==> config.mk <==
export PLATFORM = sky130hd
export DESIGN_NAME = pipe_reg_flat
export DESIGN_NICKNAME = d
export VERILOG_FILES = /design/src/rtl/pipe_pkg.sv /design/src/rtl/pipe_reg_if.sv /design/src/rtl/pipe_slice.sv /design/src/rtl/pipe_reg.sv /design/src/flat_wrapper.sv
export SDC_FILE = /design/constraint.sdc
export NUM_CORES = 1
export LEC_CHECK = 0
export CAP_MARGIN = 20
export CORE_ASPECT_RATIO = 0.75
export CORE_MARGIN = 5
export CORE_UTILIZATION = 45
export CTS_CLUSTER_DIAMETER = 80
export DETAILED_ROUTE_END_ITERATION = 8
export GPL_TIMING_DRIVEN = 0
export PLACE_DENSITY = 0.73
export SETUP_SLACK_MARGIN = 0.2
export SYNTH_ARGS = -nofsm -noshare
export SYNTH_HDL_FRONTEND = slang
export SYNTH_SLANG_ARGS = --single-unit
==> constraint.sdc <==
create_clock -name clk_i -period 6.1 [get_ports clk_i]
set_input_delay 1.525 -clock clk_i [delete_from_list [all_inputs] [get_ports clk_i]]
set_output_delay 1.525 -clock clk_i [all_outputs]
set_load 0.005 [all_outputs]
==> src/rtl/pipe_pkg.sv <==
// Shared types for the elastic pipeline register: per-slice state encoding
// and the occupancy-counter width helper.
package pipe_pkg;

    typedef enum logic [1:0] {
        EMPTY = 2'd0,
        BUSY  = 2'd1,
        FULL  = 2'd2
    } slice_state_e;

    function automatic int cnt_width(input int stages);
        return $clog2(2 * stages + 1);
    endfunction

endpackage

==> src/rtl/pipe_reg_if.sv <==
// Stream bus of pipe_reg: upstream valid/ready/data, downstream valid/ready/data,
// occupancy. flush_i exists only when PIPE_REG_FLUSH_EN is defined.
interface pipe_reg_if
    import pipe_pkg::*;
#(
    parameter int DATA_WIDTH = 8,
    parameter int STAGES     = 2
);
    localparam int CNT_W = cnt_width(STAGES);

    logic                  in_valid_i;
    logic                  in_ready_o;
    logic [DATA_WIDTH-1:0] in_data_i;
    logic                  out_valid_o;
    logic                  out_ready_i;
    logic [DATA_WIDTH-1:0] out_data_o;
    logic [CNT_W-1:0]      count_o;
`ifdef PIPE_REG_FLUSH_EN
    logic                  flush_i;
`endif

    modport master (
`ifdef PIPE_REG_FLUSH_EN
        output flush_i,
`endif
        output in_valid_i, in_data_i, out_ready_i,
        input  in_ready_o, out_valid_o, out_data_o, count_o
    );

    modport slave (
`ifdef PIPE_REG_FLUSH_EN
        input  flush_i,
`endif
        input  in_valid_i, in_data_i, out_ready_i,
        output in_ready_o, out_valid_o, out_data_o, count_o
    );

endinterface

==> src/rtl/pipe_slice.sv <==
// One elastic skid slice: main and skid registers, EMPTY/BUSY/FULL state and a
// registered ready. The flush input is compiled in only with PIPE_REG_FLUSH_EN.
module pipe_slice
    import pipe_pkg::*;
#(
    parameter int DATA_WIDTH = 8
) (
    input  logic                  clk_i,
    input  logic                  rst_i,
`ifdef PIPE_REG_FLUSH_EN
    input  logic                  flush_i,
`endif
    input  logic                  up_valid_i,
    output logic                  up_ready_o,
    input  logic [DATA_WIDTH-1:0] up_data_i,
    output logic                  dn_valid_o,
    input  logic                  dn_ready_i,
    output logic [DATA_WIDTH-1:0] dn_data_o
);
    slice_state_e          state_q, state_d;
    logic [DATA_WIDTH-1:0] main_q, main_d;
    logic [DATA_WIDTH-1:0] skid_q, skid_d;
    logic                  ready_q;
    logic                  in_fire, out_fire, flush;

    assign in_fire  = up_valid_i && ready_q;
    assign out_fire = (state_q != EMPTY) && dn_ready_i;
`ifdef PIPE_REG_FLUSH_EN
    assign flush    = flush_i;
`else
    assign flush    = 1'b0;
`endif

    always_comb begin
        // NOTE: every _d signal gets its hold value first so no path can infer a latch.
        state_d = state_q;
        main_d  = main_q;
        skid_d  = skid_q;
        if (flush) begin
            state_d = EMPTY;
        end else begin
            case (state_q)
                EMPTY: if (in_fire) begin
                    state_d = BUSY;
                    main_d  = up_data_i;
                end
                BUSY: begin
                    if (in_fire && out_fire) begin
                        main_d = up_data_i;
                    end else if (in_fire) begin
                        state_d = FULL;
                        skid_d  = up_data_i;
                    end else if (out_fire) begin
                        state_d = EMPTY;
                    end
                end
                FULL: if (out_fire) begin
                    state_d = BUSY;
                    main_d  = skid_q;
                end
                default: state_d = EMPTY;
            endcase
        end
    end

    // NOTE: state is updated with non-blocking assignments only; payload registers are
    // reset as well so the output word reads zero straight out of reset.
    always_ff @(posedge clk_i) begin
        if (rst_i) begin
            state_q <= EMPTY;
            main_q  <= '0;
            skid_q  <= '0;
            ready_q <= 1'b0;
        end else begin
            state_q <= state_d;
            main_q  <= main_d;
            skid_q  <= skid_d;
            ready_q <= (state_d != FULL);
        end
    end

    assign up_ready_o = ready_q;
    assign dn_valid_o = (state_q != EMPTY);
    assign dn_data_o  = main_q;

endmodule

==> src/rtl/pipe_reg.sv <==
// Elastic pipeline register: STAGES skid slices in series plus an occupancy counter.
// Optional synchronous flush is enabled by defining PIPE_REG_FLUSH_EN.
module pipe_reg
    import pipe_pkg::*;
#(
    parameter int DATA_WIDTH = 8,
    parameter int STAGES     = 2
) (
    input  logic       clk_i,
    input  logic       rst_i,
    pipe_reg_if.slave  bus
);
    localparam int CNT_W = cnt_width(STAGES);

    logic                  valid [STAGES+1];
    logic                  ready [STAGES+1];
    logic [DATA_WIDTH-1:0] data  [STAGES+1];
    logic [CNT_W-1:0]      count_q, count_d;
    logic                  in_fire, out_fire, flush;

    assign valid[0]      = bus.in_valid_i;
    assign data[0]       = bus.in_data_i;
    assign ready[STAGES] = bus.out_ready_i;
`ifdef PIPE_REG_FLUSH_EN
    assign flush         = bus.flush_i;
`else
    assign flush         = 1'b0;
`endif

    for (genvar i = 0; i < STAGES; i++) begin : g_slice
        pipe_slice #(.DATA_WIDTH(DATA_WIDTH)) u_slice (
            .clk_i      (clk_i),
            .rst_i      (rst_i),
`ifdef PIPE_REG_FLUSH_EN
            .flush_i    (bus.flush_i),
`endif
            .up_valid_i (valid[i]),
            .up_ready_o (ready[i]),
            .up_data_i  (data[i]),
            .dn_valid_o (valid[i+1]),
            .dn_ready_i (ready[i+1]),
            .dn_data_o  (data[i+1])
        );
    end

    // Only the pipe boundaries change occupancy; slice-to-slice moves are neutral.
    assign in_fire  = bus.in_valid_i && ready[0];
    assign out_fire = valid[STAGES] && bus.out_ready_i;

    always_comb begin
        count_d = count_q;
        if (flush) begin
            count_d = '0;
        end else begin
            case ({in_fire, out_fire})
                2'b10:   count_d = count_q + CNT_W'(1);
                2'b01:   count_d = count_q - CNT_W'(1);
                default: count_d = count_q;
            endcase
        end
    end

    always_ff @(posedge clk_i) begin
        if (rst_i) begin
            count_q <= '0;
        end else begin
            count_q <= count_d;
        end
    end

    assign bus.in_ready_o  = ready[0];
    assign bus.out_valid_o = valid[STAGES];
    assign bus.out_data_o  = data[STAGES];
    assign bus.count_o     = count_q;

endmodule

==> src/flat_wrapper.sv <==
// flat-port wrapper written by rule: the top's interface ports become plain ports
module pipe_reg_flat import pipe_pkg::*;
#(
    parameter int DATA_WIDTH = 8,
    parameter int STAGES     = 2
)
  (clk_i, rst_i, bus_in_valid_i, bus_in_data_i, bus_out_ready_i, bus_in_ready_o, bus_out_valid_o, bus_out_data_o, bus_count_o);
  pipe_reg_if #(.DATA_WIDTH(DATA_WIDTH), .STAGES(STAGES)) bus_i ();
  input  logic clk_i;
  input  logic rst_i;
  input wire logic [$bits(bus_i.in_valid_i)-1:0] bus_in_valid_i;
  input wire logic [$bits(bus_i.in_data_i)-1:0] bus_in_data_i;
  input wire logic [$bits(bus_i.out_ready_i)-1:0] bus_out_ready_i;
  output wire logic [$bits(bus_i.in_ready_o)-1:0] bus_in_ready_o;
  output wire logic [$bits(bus_i.out_valid_o)-1:0] bus_out_valid_o;
  output wire logic [$bits(bus_i.out_data_o)-1:0] bus_out_data_o;
  output wire logic [$bits(bus_i.count_o)-1:0] bus_count_o;
  assign bus_i.in_valid_i = bus_in_valid_i;
  assign bus_i.in_data_i = bus_in_data_i;
  assign bus_i.out_ready_i = bus_out_ready_i;
  assign bus_in_ready_o = bus_i.in_ready_o;
  assign bus_out_valid_o = bus_i.out_valid_o;
  assign bus_out_data_o = bus_i.out_data_o;
  assign bus_count_o = bus_i.count_o;
  pipe_reg #(.DATA_WIDTH(DATA_WIDTH), .STAGES(STAGES)) u_core (.clk_i(clk_i), .rst_i(rst_i), .bus(bus_i));
endmodule
# ---- Word-level counts from Yosys, hierarchy flattened
# Cells that the tools add are included.
# W data, S select, Z words.
dict set report totals {
  regBits 41
  inputBits 12
  output_inout_bits 13
  wordCells 64
}
dict set report op_classes {
  n_addsub 2
  n_eq_ne 14
  muxes 21
  bitwise 2
  n_reduce_logical 16
}
# op count
set ops {}
lappend ops {{$mux W8} 6}
lappend ops {{$pmux W8 S3} 2}
lappend ops {{$mux W2} 10}
lappend ops {{$ne A2 B2 Y1 const B} 7}
lappend ops {{$pmux W2 S3} 2}
lappend ops {{$reduce_and A4 Y1} 2}
lappend ops {{$eq A2 B1 Y1 const B} 3}
lappend ops {{$eq A2 B2 Y1 const B} 3}
lappend ops {{$pmux W3 S2} 1}
lappend ops {{$reduce_and A3 Y1} 2}
lappend ops {{$reduce_bool A2 Y1} 3}
lappend ops {{$reduce_bool A3 Y1} 2}
lappend ops {{$logic_and A1 B1 Y1} 5}
lappend ops {{$logic_not A2 Y1} 2}
lappend ops {{$add A3 B1 Y3 const B} 1}
lappend ops {{$sub A3 B1 Y3 const B} 1}
lappend ops {{$ne A2 B1 Y1 const B} 1}
lappend ops {{$not A1 Y1} 2}

# ---- Depth between registers and ports, before layout
# Gate-level depths: netlist of run 1.
dict set report depth {
  ltp_word 7
  ltp_mapped 10
  depth_no_buf 9
}

# ---- Hierarchy
# Synthesis of run 1 repeated with hierarchy kept, for this count alone.
dict set report hier_totals {
  hier_cells 175
  hier_area_um2 1813.0
}
# mod n_inst cells_each area_per_inst_um2 seq_area_each_um2
set modules_own_cells {}
lappend modules_own_cells {pipe_slice 2 80 829.5 380.4}
lappend modules_own_cells {pipe_reg 1 15 153.9 60.1}

# ---- Worst setup path after synthesis of run 1
# OpenSTA, ideal clock, no wires.
dict set report synth_timing {
  path_type {input port to flip-flop}
  from {input bus_out_ready_i}
  to {register u_core.count_q[2] (netlist: u_core.bus.count_o[2])}
  setup_ps 128
  arrival_ps 2719
  required_ps 5972
  slack_ps 3253
  stages 8
  n_path_buf 1
  path_cell_list {nor2b_1 -> clkbuf_2 -> nand2_1 -> fa_1 -> a21boi_0 -> mux2i_1 -> xor2_1 -> nor2_1}
}
dict set report synth_via {
  elab_chain_len 3
  elab_cells_between_ends 5
}
# element line_no
set synth_lines {}
lappend synth_lines {{from (decl)} flat_wrapper.sv:13} ;# input wire logic [$bits(bus_i.out_ready_i)-1:0] bus_out_ready_i;
lappend synth_lines {{$logic_and A1 B1 Y1 *} pipe_reg.sv:48} ;# assign out_fire = valid[STAGES] && bus.out_ready_i;
lappend synth_lines {{$eq A2 B1 Y1 / $eq A2 B2 Y1 (equally long branches)} pipe_reg.sv:55} ;# case ({in_fire, out_fire})
lappend synth_lines {{$pmux W3 S2 / $reduce_bool A2 Y1 (equally long branches)} --}
lappend synth_lines {{to (signal assigned)} pipe_reg.sv:67} ;# count_q <= count_d;
lappend synth_lines {{to (decl)} pipe_reg.sv:18} ;# logic [CNT_W-1:0] count_q, count_d;
# Every way passes the cells marked *; elsewhere a longest branch is shown, timed or not.
# A chain may end at the register's enable or synchronous reset.

# ---- Worst setup path in the final report of run 1
# Ends and elaborated chain as after synthesis.

==> metrics, run 1 <==
Final Util 0.5801; share of cells above drive strength 1 0.1208; I/O pins 25; worst setup slack after layout 2.769 ns; initial antenna violation count 0; peak supply drop 0.0001943 V; WS Path Type in2reg; clk buf depth 2; CP required 6.28 ns; vias 1483; clk slew on worst S/H paths 0.08 ns; fmax 300.2 MHz; Cell Rows 20; Sink Count 41; Ys Warns 0; Detail Route Antenna Nets 0; core area 0.004154 mm2; HP Class reg2reg; drc violations 0; first-pass GRT wire length 6741 um; mux share of post-synthesis cell area 0.1314; WL met3 198 um; Chip Width 86.61 um; Final Max Tran Viols 0; cell-by-cell trace of the critical path clkdlybuf4s50_1 > nor2b_1 > clkbuf_2 > nand2_1 > fa_1 > a21boi_0 > mux2i_1 > xor2_1 > nor2_1; XOR/XNOR Fraction of Synth Area 0.01327; post-placement setup slack 2.503 ns; Simple-Gate Fraction of Synth Area 0.1870; final setup fails 0; Post-CTS Setup Repair Bufs 0; count of state elements after synthesis 41; met1 WL 2029 um; setup TNS 0 ns; run status completed; gr ovfl total 0; leakage 0.0009319 uW; Post-Syn Instances 208; Max-Cap Viols 0; slew margin rel. 0.6648; die height 67.46 um; Compound-Gate Fraction of Synth Area 0.1415; largest net degree at the start of global routing 14; part of the cycle the worst path needs 0.5460; Layout Nets 256; placed instance area 0.002290 mm2; # diodes 0; Power Density 251.7 mW/mm2; Post-Syn Area 0.001981 mm2; CP Data Arrival Time 3.51 ns; Clk Latency, worst-skew pair 0.30 ns; WL/cell 13.01 um; post-route cell area 0.002410 mm2; hold path cells 2; number of gates resized after cts 0; Mean Syn Cell Area 9.522 um2; Period minus WS final 3.331 ns; Top Metal Used met4; max incr delay on CP 0.58 ns; Routed WL 3839 um; TritonCTS clock tree yes; largest family of logic cells by synthesized area simple AND/OR/NAND/NOR gates; post-synth top area share 0.4144; Syn Nets 225; Tot GR Track Use 0.1513; worst reg2reg path depth 10; worst r2r src u_core.g_slice[1].u_slice.state_q[0]; Filler cells 399; Worst R2R End u_core.bus.count_o[2]; H-Tree Level Count 2; root buffer cell clkbuf_8; Hold Startpoint u_core.g_slice[0].u_slice.skid_q[6]; top cells by area, synth dfxtp_1 (41%), mux2i_1 (13%), nor2_1 (5.7%); Hold WS 0.4976 ns; 1st-pass router iterations 4; Slew @ Worst Pin 0.5012 ns; Port Buffers 24; die area 0.005842 mm2; vias in the first global route 1412; final hold vios 0; initial core utilization 0.4768; worst-path fanout max 5; Synth cell types 39; CTS Hold Bufs 0; CTS Buf Count 5; final clock skew 0.008024 ns; routed length on met2 1546 um; HPWL Detailed 2789 um; final RePlAce weighted congestion 0.8290; area leader, netlist dfxtp_1; post-synthesis adder-cell area fraction 0.04043; RSZ-0062 raised after global routing no; Starting DRT DRC Count 62; slowest stage cell, crit path clkdlybuf4s50_1; reg-to-reg setup timing slack 3.83 ns; critical path launch point type primary input; DR vias/cell 5.027; Seq/Total Area, Yosys 0.4144; hold endpoint u_core.g_slice[0].u_slice.skid_q[6]; Area growth syn-to-layout 21.67%; CP Capture Type register
==> where the power goes <==
| part | switching [uW] | internal (uW) | total [uW] |
|---|---|---|---|
| sequential | 10.2 | 281 | 291 |
| combinational | 37.5 | 47.2 | 84.8 |
| clock | 97.8 | 133 | 231 |
==> routing by layer <==
layer | vias to the layer above | global-route usage
met2 | 28 | 0.2137
met1 | 664 | 0.2085
li1 | 786 | -
met5 | - | 0
met3 | 5 | 0.04878
met4 | 0 | 0.07004
==> placed cells by master, fill, tap and decap left out, types with 3 or more instances in the layout <==
cell and n:
nand2_1 3, nor3_1 17, clkbuf_1 6, ha_1 4, nor2b_1 11, a221oi_1 8, buf_4 10, clkbuf_8 6
a21oi_1 3, dfxtp_1 41, mux2i_1 26, a211oi_1 9, inv_1 8, nor2_1 30, clkdlybuf4s50_1 24
==> Yosys cell counts (all sizes together) <==
| cell type | n |
|---|---|
| nand3b | 1 |
| o31ai | 1 |
| a21boi | 1 |
| a31oi | 2 |
| nor2b | 11 |
| ha | 4 |
| maj3 | 1 |
| o221ai | 2 |
| nand2b | 1 |
| and2 | 1 |
| nor3b | 1 |
| clkbuf | 7 |
| fa | 1 |
| and3 | 1 |
| inv | 8 |
| and3b | 2 |
| a32oi | 1 |
| nor3 | 18 |
| buf | 12 |
| a211oi | 9 |
| o22a | 1 |
| o221a | 2 |
| mux2i | 26 |
| dfxtp | 41 |
| nand3 | 1 |
| nor2 | 30 |
| nand2 | 3 |
| a21oi | 3 |
| o21a | 1 |
| o21ai | 2 |
| xnor2 | 2 |
| and2b | 2 |
| a221oi | 8 |
| xor2 | 1 |
==> worst max-delay path by stage <==
stage / from / endpoint / slack [ns] / cells after the start
2_1_floorplan: bus_out_ready_i / u_core.bus.count_o[2] / 3.25 / 8
3_3_place_gp: bus_out_ready_i / u_core.bus.count_o[2] / 2.51 / 9
3_5_place_dp: bus_out_ready_i / u_core.bus.count_o[2] / 2.50 / 9
4_1_cts: bus_out_ready_i / u_core.bus.count_o[2] / 2.81 / 9
5_1_grt: bus_out_ready_i / u_core.bus.count_o[2] / 2.71 / 9
6_report: bus_out_ready_i / u_core.bus.count_o[2] / 2.77 / 9
==> worst max-delay path, delay by kind of cell <==
family                     cells  cell delay [ns]
AOI/OAI and AO/OA              1             0.14
xor gates and xnor gates       1             0.17
adders and majority gates      1             0.39
buffers and inverters          2             0.79
muxes                          1             0.19
and+or+nand+nor                3             0.30
==> registers in the layout, summed over array words and instances (netlist names) <==
signal / count
u_core.bus.count_o: 3
u_core.g_slice.u_slice.state_q: 4
u_core.g_slice.u_slice.skid_q: 16
u_core.g_slice.u_slice.dn_data_o: 16
u_core.g_slice.u_slice.up_ready_o: 2
==> area by class of cell <==
type	instances	area, um2	share of cell area
plain buffers	19	112.6	0.04673
clock buffers	6	82.58	0.03427
multi-input cells	140	1017	0.4221
well taps	55	68.82	0.02856
clock inverters	2	37.54	0.01558
repair buffers	24	240.2	0.09969
flip-flops and latches	41	820.8	0.3406
inverters	8	30.03	0.01246
==> cells by family (layout without fill, tap and decap cells) <==
| family | count (synthesis) | in the layout |
|---|---|---|
| AOI/OAI and AO/OA | 33 | 33 |
| buffers and inverters | 27 | 59 |
| DFF | 41 | 41 |
| muxes | 26 | 26 |
| and+or+nand+nor | 72 | 72 |
| xor gates and xnor gates | 3 | 3 |
| adders and majority gates | 6 | 6 |
==> through the flow <==
step | cells | power [uW]
floorplan | 208 | 348.9
global placement | 287 | 380.9
detailed placement | 287 | 382.7
CTS | 295 | 614.1
global route | 295 | 637.6
finish | 295 | 606.5
(Power assumes the default switching activity.)
==> run 2: changes to the inputs <==
--- a/config.mk
+++ b/config.mk
@@ -12,7 +12,7 @@
 export CTS_CLUSTER_DIAMETER = 80
 export DETAILED_ROUTE_END_ITERATION = 8
 export GPL_TIMING_DRIVEN = 0
-export PLACE_DENSITY = 0.73
+export PLACE_DENSITY = 0.76
 export SETUP_SLACK_MARGIN = 0.2
 export SYNTH_ARGS = -nofsm -noshare
 export SYNTH_HDL_FRONTEND = slang
==> constraint.sdc (replaced) <==
create_clock -name clk_i -period 2.8 [get_ports clk_i]
set_input_delay 0.7 -clock clk_i [delete_from_list [all_inputs] [get_ports clk_i]]
set_output_delay 0.7 -clock clk_i [all_outputs]
set_load 0.005 [all_outputs]
==> metrics, run 2 (synthesized netlist as in run 1, its figures left out) <==
Chip Width 86.61 um (unchanged); Cell Rows 20 (unchanged); WL/cell 13.33 um (+2.4%); hold path cells 2 (unchanged); Port Buffers 24 (unchanged); final hold vios 0 (unchanged); fmax 419.2 MHz; CTS Buf Count 5 (unchanged); core area 0.004154 mm2 (unchanged); share of cells above drive strength 1 0.1167 (-0.004167); CP required 2.10 ns (-4.18 ns); Slew @ Worst Pin 0.5070 ns (+0.005764 ns); Area growth syn-to-layout 19.90%; final setup fails 0 (unchanged); setup TNS 0 ns (unchanged); RSZ-0062 raised after global routing no; most common cell after layout, fill and taps aside dfxtp_1; final clock skew 0.008710 ns (+0.0006864 ns); Detail Route Antenna Nets 0 (unchanged); CP Data Arrival Time 1.69 ns (-1.82 ns); commonest non-fill, non-tap cells in the layout dfxtp_1 (41), nor2_1 (30), mux2i_1 (26); clk buf depth 2 (unchanged); die height 67.46 um (unchanged); Routed WL 3932 um (+2.4%); leakage 0.0009295 uW (-0.27%); Sink Count 41 (unchanged); Clk Latency, worst-skew pair 0.29 ns (about the same); HPWL Detailed 2901 um (+4.0%); peak supply drop 0.0002623 V (+35%); part of the cycle the worst path needs 0.8519; vias 1522 (+2.6%); first-pass GRT wire length 6693 um (-0.71%); drc violations 0 (unchanged); TritonCTS clock tree yes; slew margin rel. 0.6620 (-0.002757); Worst R2R End u_core.bus.count_o[2]; Layout Nets 256 (unchanged); Power Density 500.7 mW/mm2 (+99%); Starting DRT DRC Count 42 (-32%); 1st-pass router iterations 5 (+1); initial antenna violation count 0 (unchanged); clk slew on worst S/H paths 0.08 ns (about the same); worst r2r src u_core.g_slice[1].u_slice.state_q[0]; Period minus WS final 2.385 ns; Tot GR Track Use 0.1498 (-0.001497); run status completed; worst reg2reg path depth 10 (unchanged); vias in the first global route 1468 (+4.0%); root buffer cell clkbuf_8; initial core utilization 0.4768 (unchanged); # diodes 0 (unchanged); die area 0.005842 mm2 (unchanged); CP Capture Type output pin; Final Util 0.5717 (-0.008433); Post-CTS Setup Repair Bufs 0 (unchanged); Final Max Tran Viols 0 (unchanged); Max-Cap Viols 0 (unchanged); final RePlAce weighted congestion 0.7872 (-5.0%); Hold Startpoint u_core.g_slice[0].u_slice.skid_q[6]; largest net degree at the start of global routing 13 (-1); WS Path Type reg2out; reg-to-reg setup timing slack 0.51 ns (-3.32 ns); H-Tree Level Count 2 (unchanged); DR vias/cell 5.159 (+2.6%); HP Class reg2reg; gr ovfl total 0 (unchanged); I/O pins 25 (unchanged); critical path launch point type register; worst-path fanout max 7 (+2); hold endpoint u_core.g_slice[0].u_slice.skid_q[6]
## run 2: per-stage QoR
stage | power [uW] | hold slack, ns | instance area [um2] | setup WS, ns | instances
6_report | 1189 | 0.4978 | 2375 | 0.4148 | 295
5_1_grt | 1254 | 0.5291 | 2375 | 0.3074 | 295
4_1_cts | 1210 | 0.5058 | 2372 | 0.3299 | 295
3_5_place_dp | 834.6 | 0.4820 | 2290 | 0.03652 | 287
3_3_place_gp | 828.8 | 0.4717 | 2290 | 0.05091 | 287
2_1_floorplan | 760.2 | 0.4596 | 1981 | 0.7785 | 208
## run 2: worst max-delay path by stage
stage | from | to | depth (start not counted)
4_1_cts | bus_out_ready_i | u_core.bus.count_o[2] | 9
3_5_place_dp | bus_out_ready_i | u_core.bus.count_o[2] | 9
5_1_grt | u_core.g_slice[1].u_slice.state_q[0] | bus_out_valid_o | 4
2_1_floorplan | bus_out_ready_i | u_core.bus.count_o[2] | 8
3_3_place_gp | bus_out_ready_i | u_core.bus.count_o[2] | 9
6_report | u_core.g_slice[1].u_slice.state_q[0] | bus_out_valid_o | 4
## run 2: layout make-up
type                            count  area (um2)
Fill cell                         403        1779
Clock inverter                      2       10.01
Clock buffer                        6       72.57
Sequential cell                    41       820.8
Inverter                            8       30.03
Timing Repair Buffer               24       242.7
Buffer                             19       112.6
Multi-Input combinational cell    140        1017
Tap cell                           55       68.82
## run 2: per-layer routing
layer	wire length, um	up-vias	track usage
met5	0	-	0
met4	78	0	0.08560
met3	156	5	0.03537
met2	1766	31	0.2357
met1	1931	695	0.1892
li1	-	791	-
## run 2: worst max-delay path, stage by stage (launching register included)
cell and delay (ns):
dfxtp_1 0.40, inv_1 0.11, ha_1 0.29, inv_1 0.10, clkdlybuf4s50_1 0.50
## run 2: timing repair
item	4_1_cts	5_1_grt
hold buffers	0	0
gates resized for setup	0	2
endpoints found under the setup margin	0	1
## run 2: where the power goes
| part | internal (uW) | switching (uW) | total [uW] |
|---|---|---|---|
| clock network | 173 | 196 | 368 |
| logic | 103 | 83.2 | 186 |
| registers | 611 | 22.9 | 634 |
